==> src/rtl/ahb_slave_mux_n_pkg.sv <==
// Shared constants and types for the AHB-Lite slave-to-master response mux.
package ahb_mux_pkg;

    localparam int unsigned HRESP_W  = 2;
    localparam int unsigned HTRANS_W = 2;

    localparam logic [HRESP_W-1:0] HRESP_OKAY  = 2'b00;
    localparam logic [HRESP_W-1:0] HRESP_ERROR = 2'b01;

    localparam logic [HTRANS_W-1:0] HTRANS_IDLE   = 2'b00;
    localparam logic [HTRANS_W-1:0] HTRANS_BUSY   = 2'b01;
    localparam logic [HTRANS_W-1:0] HTRANS_NONSEQ = 2'b10;
    localparam logic [HTRANS_W-1:0] HTRANS_SEQ    = 2'b11;

    typedef enum logic [1:0] {
        D_IDLE = 2'b00,
        D_ERR1 = 2'b01,
        D_ERR2 = 2'b10
    } d_state_e;

    // Response produced by the built-in default slave.
    typedef struct packed {
        logic               hready;
        logic [HRESP_W-1:0] hresp;
    } def_resp_t;

endpackage

==> src/rtl/ahb_slave_mux_n_if.sv <==
// Bus bundle between decoder/slaves/master and the response mux.
interface ahb_slave_mux_n_if
    import ahb_mux_pkg::*;
#(
    parameter int unsigned NO_OF_SLAVES = 4,
    parameter int unsigned DATA_WIDTH   = 32
);
    logic [NO_OF_SLAVES-1:0]            HSEL;
    logic [HTRANS_W-1:0]                HTRANS;
    logic [NO_OF_SLAVES-1:0]            HREADYOUT_BUS;
    logic [NO_OF_SLAVES*DATA_WIDTH-1:0] HRDATA_BUS;
    logic [HRESP_W*NO_OF_SLAVES-1:0]    HRESP_BUS;
    logic [DATA_WIDTH-1:0]              HRDATA;
    logic [HRESP_W-1:0]                 HRESP;
    logic                               HREADY;
    logic                               MULTI_SEL_ERR;
    logic                               TIMEOUT_ERR;

    modport master (
        output HSEL, HTRANS, HREADYOUT_BUS, HRDATA_BUS, HRESP_BUS,
        input  HRDATA, HRESP, HREADY, MULTI_SEL_ERR, TIMEOUT_ERR
    );

    modport slave (
        input  HSEL, HTRANS, HREADYOUT_BUS, HRDATA_BUS, HRESP_BUS,
        output HRDATA, HRESP, HREADY, MULTI_SEL_ERR, TIMEOUT_ERR
    );
endinterface

==> src/rtl/ahb_slave_mux_n_default_resp.sv <==
// Default-slave FSM (two-cycle ERROR) plus the stall watchdog that forces ERROR on hung slaves.
module ahb_mux_default_resp
    import ahb_mux_pkg::*;
#(
    parameter int unsigned TIMEOUT = 16
) (
    input  logic      HCLK,
    input  logic      HRESET,
    input  logic      accept,
    input  logic      unmapped_active,
    input  logic      sel_active,
    input  logic      sel_ready,
    output def_resp_t def_resp_c,
    output logic      timeout_fire_c,
    output logic      TIMEOUT_ERR
);

    d_state_e state_q;
    d_state_e state_d;

    // State register and timeout pulse.
    always_ff @(posedge HCLK) begin
        if (HRESET) begin
            state_q     <= D_IDLE;
            TIMEOUT_ERR <= 1'b0;
        end else begin
            state_q     <= state_d;
            TIMEOUT_ERR <= timeout_fire_c;
        end
    end

    // Next state: ERR1 always advances; acceptance and watchdog override.
    always_comb begin
        state_d = state_q;
        case (state_q)
            D_IDLE:  state_d = D_IDLE;
            D_ERR1:  state_d = D_ERR2;
            D_ERR2:  state_d = D_IDLE;
            default: state_d = D_IDLE;
        endcase
        if (timeout_fire_c) begin
            state_d = D_ERR1;
        end else if (accept) begin
            state_d = unmapped_active ? D_ERR1 : D_IDLE;
        end
    end

    // Output decode kept apart from next-state so HREADY never depends on accept.
    always_comb begin
        def_resp_c.hready = 1'b1;
        def_resp_c.hresp  = HRESP_OKAY;
        case (state_q)
            D_ERR1: begin
                def_resp_c.hready = 1'b0;
                def_resp_c.hresp  = HRESP_ERROR;
            end
            D_ERR2: def_resp_c.hresp = HRESP_ERROR;
            default: ;
        endcase
    end

    if (TIMEOUT > 0) begin : g_wdog
        localparam int unsigned CNT_W = $clog2(TIMEOUT + 1);

        logic [CNT_W-1:0] cnt_q;
        logic             stalled;

        assign stalled = sel_active && !sel_ready;
        // The compare counts the current wait cycle, so the master sees exactly TIMEOUT waits.
        assign timeout_fire_c = stalled && (cnt_q == CNT_W'(TIMEOUT - 1));

        always_ff @(posedge HCLK) begin
            if (HRESET) begin
                cnt_q <= '0;
            end else if (accept || timeout_fire_c || !stalled) begin
                cnt_q <= '0;
            end else if (cnt_q != CNT_W'(TIMEOUT)) begin
                cnt_q <= cnt_q + CNT_W'(1);
            end
        end
    end else begin : g_no_wdog
        assign timeout_fire_c = 1'b0;
    end

endmodule

==> src/rtl/ahb_slave_mux_n.sv <==
// AHB-Lite response mux for N slaves: data-phase select, output mux, multi-hot detect.
module ahb_slave_mux_n
    import ahb_mux_pkg::*;
#(
    parameter int unsigned NO_OF_SLAVES = 4,
    parameter int unsigned DATA_WIDTH   = 32,
    parameter int unsigned TIMEOUT      = 16
) (
    input  logic               HCLK,
    input  logic               HRESET,
    ahb_slave_mux_n_if.slave   bus
);

    localparam int unsigned NS = NO_OF_SLAVES;
    localparam int unsigned DW = DATA_WIDTH;

    logic [NS-1:0]      data_sel;
    logic               multi_sel_err_q;
    logic               accept;
    logic               trans_active;
    logic               sel_multi;
    logic               sel_onehot;
    logic               unmapped_active;
    logic               sel_active;
    logic               sel_ready;
    logic [DW-1:0]      sel_rdata;
    logic [HRESP_W-1:0] sel_resp;
    def_resp_t          def_resp_c;
    logic               timeout_fire_c;
    logic               timeout_err;

    assign accept       = bus.HREADY;
    assign trans_active = (bus.HTRANS == HTRANS_NONSEQ) || (bus.HTRANS == HTRANS_SEQ);

    if (NS == 1) begin : g_single
        assign sel_multi = 1'b0;
    end else begin : g_multi
        // Clearing the lowest set bit leaves something only when more than one bit is set.
        assign sel_multi = |(bus.HSEL & (bus.HSEL - NS'(1)));
    end

    assign sel_onehot      = (|bus.HSEL) && !sel_multi;
    assign unmapped_active = !sel_onehot && trans_active;
    assign sel_active      = |data_sel;

    // Data-phase select and sticky multi-select flag.
    always_ff @(posedge HCLK) begin
        if (HRESET) begin
            data_sel        <= '0;
            multi_sel_err_q <= 1'b0;
        end else begin
            if (timeout_fire_c) begin
                data_sel <= '0;
            end else if (accept) begin
                data_sel <= sel_onehot ? bus.HSEL : '0;
            end
            if (accept && sel_multi) begin
                multi_sel_err_q <= 1'b1;
            end
        end
    end

    // AND-OR mux over the one-hot data-phase select.
    always_comb begin
        sel_rdata = '0;
        sel_resp  = '0;
        sel_ready = 1'b0;
        for (int i = 0; i < int'(NS); i++) begin
            if (data_sel[i]) begin
                sel_rdata = sel_rdata | bus.HRDATA_BUS[i*DW +: DW];
                sel_resp  = sel_resp  | bus.HRESP_BUS[i*HRESP_W +: HRESP_W];
                sel_ready = sel_ready | bus.HREADYOUT_BUS[i];
            end
        end
    end

    ahb_mux_default_resp #(
        .TIMEOUT (TIMEOUT)
    ) u_default_resp (
        .HCLK            (HCLK),
        .HRESET          (HRESET),
        .accept          (accept),
        .unmapped_active (unmapped_active),
        .sel_active      (sel_active),
        .sel_ready       (sel_ready),
        .def_resp_c      (def_resp_c),
        .timeout_fire_c  (timeout_fire_c),
        .TIMEOUT_ERR     (timeout_err)
    );

    assign bus.HRDATA        = sel_rdata;
    assign bus.HRESP         = sel_active ? sel_resp  : def_resp_c.hresp;
    assign bus.HREADY        = sel_active ? sel_ready : def_resp_c.hready;
    assign bus.MULTI_SEL_ERR = multi_sel_err_q;
    assign bus.TIMEOUT_ERR   = timeout_err;

endmodule

==> src/flat_wrapper.sv <==
// flat-port wrapper written by rule: the top's interface ports become plain ports
module ahb_slave_mux_n_flat import ahb_mux_pkg::*;
#(
    parameter int unsigned NO_OF_SLAVES = 4,
    parameter int unsigned DATA_WIDTH   = 32,
    parameter int unsigned TIMEOUT      = 16
)
  (HCLK, HRESET, bus_HSEL, bus_HTRANS, bus_HREADYOUT_BUS, bus_HRDATA_BUS, bus_HRESP_BUS, bus_HRDATA, bus_HRESP, bus_HREADY, bus_MULTI_SEL_ERR, bus_TIMEOUT_ERR);
  ahb_slave_mux_n_if #(.NO_OF_SLAVES(NO_OF_SLAVES), .DATA_WIDTH(DATA_WIDTH)) bus_i ();
  input  logic HCLK;
  input  logic HRESET;
  input wire logic [$bits(bus_i.HSEL)-1:0] bus_HSEL;
  input wire logic [$bits(bus_i.HTRANS)-1:0] bus_HTRANS;
  input wire logic [$bits(bus_i.HREADYOUT_BUS)-1:0] bus_HREADYOUT_BUS;
  input wire logic [$bits(bus_i.HRDATA_BUS)-1:0] bus_HRDATA_BUS;
  input wire logic [$bits(bus_i.HRESP_BUS)-1:0] bus_HRESP_BUS;
  output wire logic [$bits(bus_i.HRDATA)-1:0] bus_HRDATA;
  output wire logic [$bits(bus_i.HRESP)-1:0] bus_HRESP;
  output wire logic [$bits(bus_i.HREADY)-1:0] bus_HREADY;
  output wire logic [$bits(bus_i.MULTI_SEL_ERR)-1:0] bus_MULTI_SEL_ERR;
  output wire logic [$bits(bus_i.TIMEOUT_ERR)-1:0] bus_TIMEOUT_ERR;
  assign bus_i.HSEL = bus_HSEL;
  assign bus_i.HTRANS = bus_HTRANS;
  assign bus_i.HREADYOUT_BUS = bus_HREADYOUT_BUS;
  assign bus_i.HRDATA_BUS = bus_HRDATA_BUS;
  assign bus_i.HRESP_BUS = bus_HRESP_BUS;
  assign bus_HRDATA = bus_i.HRDATA;
  assign bus_HRESP = bus_i.HRESP;
  assign bus_HREADY = bus_i.HREADY;
  assign bus_MULTI_SEL_ERR = bus_i.MULTI_SEL_ERR;
  assign bus_TIMEOUT_ERR = bus_i.TIMEOUT_ERR;
  ahb_slave_mux_n #(.NO_OF_SLAVES(NO_OF_SLAVES), .DATA_WIDTH(DATA_WIDTH), .TIMEOUT(TIMEOUT)) u_core (.HCLK(HCLK), .HRESET(HRESET), .bus(bus_i));
endmodule
==> config.mk <==
export PLATFORM = sky130hd
export DESIGN_NAME = ahb_slave_mux_n_flat
export DESIGN_NICKNAME = d
export VERILOG_FILES = /design/src/rtl/ahb_slave_mux_n_pkg.sv /design/src/rtl/ahb_slave_mux_n_if.sv /design/src/rtl/ahb_slave_mux_n_default_resp.sv /design/src/rtl/ahb_slave_mux_n.sv /design/src/flat_wrapper.sv
export SDC_FILE = /design/constraint.sdc
export NUM_CORES = 1
export LEC_CHECK = 0
export ABC_AREA = 1
export ABC_CLOCK_PERIOD_IN_PS = 1200
export CORE_AREA = 3 3 71 73
export DETAILED_ROUTE_END_ITERATION = 10
export DIE_AREA = 0 0 74 76
export DONT_BUFFER_PORTS = 1
export GPL_TIMING_DRIVEN = 0
export MAX_ROUTING_LAYER = met4
export PLACE_DENSITY = 0.51
export SKIP_CTS_REPAIR_TIMING = 1
export SYNTH_ARGS = -nofsm -noshare
export SYNTH_HDL_FRONTEND = slang
export SYNTH_SLANG_ARGS = --single-unit
==> constraint.sdc <==
create_clock -name HCLK -period 1.2 [get_ports HCLK]
set_input_delay 0.24 -clock HCLK [delete_from_list [all_inputs] [get_ports HCLK]]
set_output_delay 0.24 -clock HCLK [all_outputs]
set_load 0.005 [all_outputs]
== After elaboration in Yosys (flattened, before gate mapping) ==
Cells that the tools add are included.
W data, S select, Z words.

* ROM bits: 0
* Bits in writable memories: 0
* Logic and storage cells: 63
* Output and inout port bits: 37
* Memories: 0
* Register bits after elaboration: 13
* Input bits: 148
* Bits in latches: 0

* Eq/ne operators: 6
* Divide/modulo/power cells: 0
* Reductions and logical operators: 18
* Muxes and demuxes: 21
* Magnitude comparators: 0
* Bitwise logic cells: 10
* Add/subtract/negate cells: 2
* Multipliers: 0
* Shift-type cells: 0

{| class="wikitable"
|+ Operators with widths
! kind !! number
|-
| $mux W32 || 4
|-
| $or A32 B32 Y32 || 3
|-
| $mux W2 || 7
|-
| $reduce_or A4 Y1 || 3
|-
| $mux W1 || 9
|-
| $eq A2 B2 Y1 const B || 3
|-
| $or A2 B2 Y2 || 3
|-
| $reduce_or A2 Y1 || 3
|-
| $add A5 B1 Y5 const B || 1
|-
| $eq A5 B4 Y1 const B || 1
|-
| $logic_and A1 B1 Y1 || 5
|-
| $ne A5 B5 Y1 const B || 1
|-
| $and A4 B4 Y4 || 1
|-
| $logic_not A1 Y1 || 4
|-
| $mux W4 || 1
|-
| $sub A4 B1 Y4 const B || 1
|-
| $logic_or A1 B1 Y1 || 3
|-
| $or A1 B1 Y1 || 3
|-
| $eq A2 B1 Y1 const B || 1
|}

== Depth between registers and ports, before layout ==
* Depth after elaboration: 13
* Depth in mapped cells: 8
* Mapped depth without buffers: 8

== Cells and area by module ==
Synthesis repeated with hierarchy kept, for this count alone.

* Cells, all modules: 299
* Area, all modules: 1626.6 um^2

{| class="wikitable"
|+ Modules (own cells, without submodules)
! module !! cells each !! seq. area each (um^2) !! instances !! area an instance (um^2)
|-
| ahb_slave_mux_n || 247 || 100.1 || 1 || 1228.7
|-
| ahb_mux_default_resp || 52 || 160.2 || 1 || 397.9
|}

== Worst setup path before layout ==
No wires, ideal clock.

* Path type: flip-flop to flip-flop
* Start point: register u_core.u_default_resp.g_wdog.cnt_q[0]
* End point: register u_core.u_default_resp.g_wdog.cnt_q[1]
* Arrival time: 1.201 ns
* Setup time: 0.070 ns
* Cell stages (with the launch flop): 8
* Clock period less this slack: 1.271 ns
* Buffers on the path: 0
* Slack: -0.071 ns
* Required time: 1.130 ns
* Cell sequence: dfxtp_1 -> ha_1 -> nand2_1 -> nor2_1 -> ha_1 -> nor2_1 -> nand3_2 -> a21oi_1

* Word-level cells in the longest chain between the ends: 5
* Elaborated cells on any way between the ends: 7
* Those cells by class: add/sub (1); eq/ne (2); reduce/logical (4)

{| class="wikitable"
|+ RTL lines
! what !! RTL line !! source
|-
| start, declared || ahb_slave_mux_n_default_resp.sv:65 || <nowiki>logic [CNT_W-1:0] cnt_q;</nowiki>
|-
| start signal, assigned || ahb_slave_mux_n_default_resp.sv:78 || <nowiki>cnt_q <= cnt_q + CNT_W'(1);</nowiki>
|-
| $eq A5 B4 Y1 || ahb_slave_mux_n_default_resp.sv:70 || <nowiki>assign timeout_fire_c = stalled && (cnt_q == CNT_W'(TIMEOUT - 1));</nowiki>
|-
| $logic_and A1 B1 Y1 || ahb_slave_mux_n_default_resp.sv:70 ||
|-
| $logic_or A1 B1 Y1 (2 in a row) || ahb_slave_mux_n_default_resp.sv:75 || <nowiki>end else if (accept || timeout_fire_c || !stalled) begin</nowiki>
|-
| $reduce_or A2 Y1 (no source line) || -- ||
|}

Several ways; a longest one is shown, not always the timed one.
A chain may end at the register's enable or synchronous reset.

== Worst setup path after layout ==
* Start point: register u_core.data_sel[3]
* End point: output bus_HRESP[0]

* Word-level cells in the longest chain between the ends: 2
* Elaborated cells on any way between the ends: 3
* Those cells by class: mux (2); reduce/logical (1)

{| class="wikitable"
|+ RTL lines
! what !! RTL line !! source
|-
| start, declared || ahb_slave_mux_n.sv:17 || <nowiki>logic [NS-1:0] data_sel;</nowiki>
|-
| start signal, assigned || ahb_slave_mux_n.sv:55 || <nowiki>data_sel <= sel_onehot ? bus.HSEL : '0;</nowiki>
|-
| $reduce_or A4 Y1 or $mux W2 (tied branches) || ahb_slave_mux_n.sv:44, ahb_slave_mux_n.sv:69 ||
|-
| $mux W2 (*) || ahb_slave_mux_n.sv:92 || <nowiki>assign bus.HRESP = sel_active ? sel_resp : def_resp_c.hresp;</nowiki>
|-
| end, declared || flat_wrapper.sv:18 || <nowiki>output wire logic [$bits(bus_i.HRESP)-1:0] bus_HRESP;</nowiki>
|}

Every way passes the cells marked *; elsewhere a longest branch is shown, timed or not.

==> flow_summary_export.csv <==
group,metric,value,unit
min_path,hp-start,"HRESET",
pwr,power.density,570,nW/um^2
floorplan,pin_count,185,
synth,yosys_warnings,0,
finish,layout-area-overhead-vs-synth,21.9,%
floorplan,row_count,24,
pwr,internal_power,782,uW
sta,max_freq,669,MHz
routing,post_drt_via_cell_ratio,5.41,
sta,final.setup_skew,0.000668,ns
clock_tree,clockBufferDepth,2,
floorplan,die_w,74,um
clock_tree,cts_inserted_buffers,3,
run_status,status,"finished, violations left",
worst_setup_path,timing.critical_path.slowest_stage_cell,"sky130_fd_sc_hd__dfxtp_2",
grt,grt_start_max_net_pins,11,
floorplan,initial_utilization,36.5,%
worst_setup_path,r2r_end,"u_core.data_sel[0]",
pwr,power_share_of_the_combinational_group,24.2,%
worst_setup_path,rr_startpoint,"u_core.data_sel[0]",
clock_tree,cts_htree_levels,1,
worst_setup_path,cpLargestDelayFamily,"simple AND/OR/NAND/NOR gates",
clock_tree,clk_transition_reported_paths,0.06,ns
place,dp_cells,338,
place,portBuffers,0,
synth,synth_top_area_share,35.1,%
worst_setup_path,timing.setup.critical_path_class,"flop to output pin",
clock_tree,cts.sink_count,13,
routing,route.detailed.drc,0,
pwr,p_clk_share,35.8,%
min_path,worstHoldPathType,"primary input to flop",
pwr,power.total,1120,uW
pwr,static_leakage,0.000815,uW
floorplan,dieArea,5620,um^2
worst_setup_path,required,0.96,ns
floorplan,core_region_area,4410,um^2
grt,grt_first_pass_wirelength,8340,um
clock_tree,cts_tree,"done",
synth,synth_area_per_cell,5.64,um^2
routing,detail_route.iter0.violations,77,
worst_setup_path,critical_path.cell_chain,"buf_6 > nor2_4 > nand2_4 > or2_1 > nand2_1",
grt,number_of_global_route_vias_before_repair,1706,
worst_setup_path,ff2ff_setup_slack,-0.11,ns
grt,grt_remaining_overflow,0,
sta,worst_pin_slew,0.224,ns
pwr,seq_power_share,40.0,%
place,globalplace.congestion,0.788,
sta,timing_hold_violations_final,0,
sta,maxSlewHeadroom,85.1,%
worst_setup_path,reg2reg_depth,9,
synth,syn_area,1610,um^2
worst_setup_path,start_kind,"flop",
worst_setup_path,crit_fanout,5,
synth,synth.top_cells.by_area,"sky130_fd_sc_hd__nand2_1 (35%), sky130_fd_sc_hd__dfxtp_1 (16%), sky130_fd_sc_hd__nand4_1 (15%)",
sta,post-route-period-util,124,%
pwr,switching_share,30.2,%
sta,finalMaxSlewViolations,0,
synth,seq_area_frac_synth,16.1,%
finish,finish.cell_count_without_fillers,354,
worst_setup_path,critical_path.endpoint_type,"output pin",
routing,first_pass_iters,4,
synth,syn-instance-count,286,
finish,antenna_diode_count,0,
pwr,ir_worst_vdd,0.373,mV
synth,synth.distinct_cells,23,
min_path,holdPathEnd,"u_core.u_default_resp.TIMEOUT_ERR",
run_status,failed_checks,"setup timing",
finish,fill_cells,473,
sta,timing.final.crit_period,1.49,ns
sta,timing.final.ws_setup,-0.294,ns
worst_setup_path,crit_arrival,1.25,ns
routing,drtAntennaViolNets,0,
floorplan,die_height,76,um
routing,wl_per_cell,16.8,um
routing,postRouteWirelength,5940,um
worst_setup_path,cp.buffers_inverters,1,
finish,final_layout_size_suffix_gt1_share,22.8,%
worst_setup_path,cpPeakStageDelay,0.32,ns
finish,final_net_count,455,
synth,post-synth-top-area-cell,"sky130_fd_sc_hd__nand2_1",
min_path,min_path_cells,1,
synth,syn_nets,438,
clock_tree,clk_latency,0.25,ns
synth,ys_ff_latch,13,
grt,grt_antenna_before_repair,0,
sta,grt_setup_unrepaired,"yes",
place,post-dp-hpwl,4710,um
clock_tree,cts_root_buf,"sky130_fd_sc_hd__clkbuf_8",
sta,finalSetupViolations,47,
pwr,total_switching_power,338,uW
grt,track_usage,19.1,%
routing,vias,1915,
flow_run,max_cap_viol_count,0,
-- logic make-up (layout without fill, tap and decap cells) --
kind of cell,Yosys count,after routing,share of synthesized area (%)
buffers and inverters,33,49,9.54
xor gates and xnor gates,2,2,1.09
adders and majority gates,4,4,3.10
and+or+nand+nor,226,226,67.4
DFF,13,13,16.1
AOI/OAI and AO/OA,8,8,2.72
-- metal layers --
metal | track usage (%) | share of wire [%] | up-vias
li1 | - | - | 970
met1 | 23.1 | 37 | 831
met2 | 31.3 | 52 | 101
met3 | 3.30 | 8.6 | 13
met4 | 7.07 | 2.1 | 0
met5 | - | 0 | -
-- how the worst max path moves through the flow --
stage / cells past startpoint / endpoint / from / slack, ns
global route: 5 / bus_HRESP[0] / u_core.data_sel[3] / -0.33
finish: 5 / bus_HRESP[0] / u_core.data_sel[3] / -0.29
detailed placement: 4 / bus_HRDATA[29] / u_core.data_sel[2] / -0.19
floorplan: 7 / u_core.data_sel[0] / u_core.u_default_resp.g_wdog.cnt_q[1] / 0.003
global placement: 4 / bus_HRDATA[29] / u_core.data_sel[2] / -0.21
CTS: 4 / bus_HRDATA[29] / u_core.data_sel[2] / -0.46
-- cell usage after synthesis --
library cell / number
sky130_fd_sc_hd__a21oi_1: 7
sky130_fd_sc_hd__a221oi_1: 1
sky130_fd_sc_hd__nor2_1: 8
sky130_fd_sc_hd__nand3_1: 9
sky130_fd_sc_hd__dfxtp_1: 13
sky130_fd_sc_hd__nand3b_4: 1
sky130_fd_sc_hd__nand2_1: 151
sky130_fd_sc_hd__nor2_8: 1
sky130_fd_sc_hd__nor2_4: 3
sky130_fd_sc_hd__nor3_2: 1
sky130_fd_sc_hd__inv_1: 16
sky130_fd_sc_hd__xor2_1: 2
sky130_fd_sc_hd__clkbuf_1: 12
sky130_fd_sc_hd__nand2_4: 4
sky130_fd_sc_hd__buf_6: 4
sky130_fd_sc_hd__nand3b_1: 1
sky130_fd_sc_hd__ha_1: 4
sky130_fd_sc_hd__inv_2: 1
sky130_fd_sc_hd__nand3_2: 1
sky130_fd_sc_hd__nand3_4: 1
sky130_fd_sc_hd__or2_0: 1
sky130_fd_sc_hd__nand2_2: 5
sky130_fd_sc_hd__nand4_1: 39
-- through the flow --
step / utilization, % / hold slack, ns / area, um^2 / TNS (ns) / worst slack [ns]
floorplan: - / 0.309 / 1620 / 0 / 0.00289
global placement: 38.2 / 0.313 / 1690 / -4.81 / -0.209
detailed placement: 38.2 / 0.314 / 1690 / -4.99 / -0.193
CTS: 39.3 / 0.0516 / 1730 / -13.74 / -0.465
global route: 44.5 / 0.0492 / 1970 / -9.78 / -0.332
finish: 44.5 / 0.0567 / 1970 / -6.53 / -0.294
-- power by group through the flow --
stage	Combinational [uW]	Sequential, uW	Clock (uW)
finish	271	448	401
CTS	234	450	407
global placement	233	459	0
global route	303	449	426
floorplan	188	458	0
detailed placement	233	459	0
-- layout make-up --
cell class	count	area [um^2]	share of cell area, %
timing repair buffer	12	103	5.22
clock buffer	4	45.0	2.29
inverter	17	63.8	3.25
sequential	13	270	13.7
buffer	16	128	6.49
tap	52	65.1	3.31
multi-input combinational	240	1290	65.7
-- layout by cell type (no fill, tap or decap), types with 6 or more instances in the layout --
cell                      netlist  layout
sky130_fd_sc_hd__buf_6          4       8
sky130_fd_sc_hd__inv_1         16      16
sky130_fd_sc_hd__nand4_1       39      39
sky130_fd_sc_hd__nand2_4        4       6
sky130_fd_sc_hd__nand3_1        9       8
sky130_fd_sc_hd__a21oi_2        0       6
sky130_fd_sc_hd__nand2_2        5       6
sky130_fd_sc_hd__dfxtp_1       13       9
sky130_fd_sc_hd__nand2_1      151     148
sky130_fd_sc_hd__buf_4          0      12
-- registers in the layout, indices dropped and copies added, names as in the netlist --
register and count:
u_core.data_sel 4, u_core.bus.MULTI_SEL_ERR 1, u_core.u_default_resp.state_q 2, u_core.u_default_resp.TIMEOUT_ERR 1, u_core.u_default_resp.g_wdog.cnt_q 5
(Power assumes the default switching activity.)
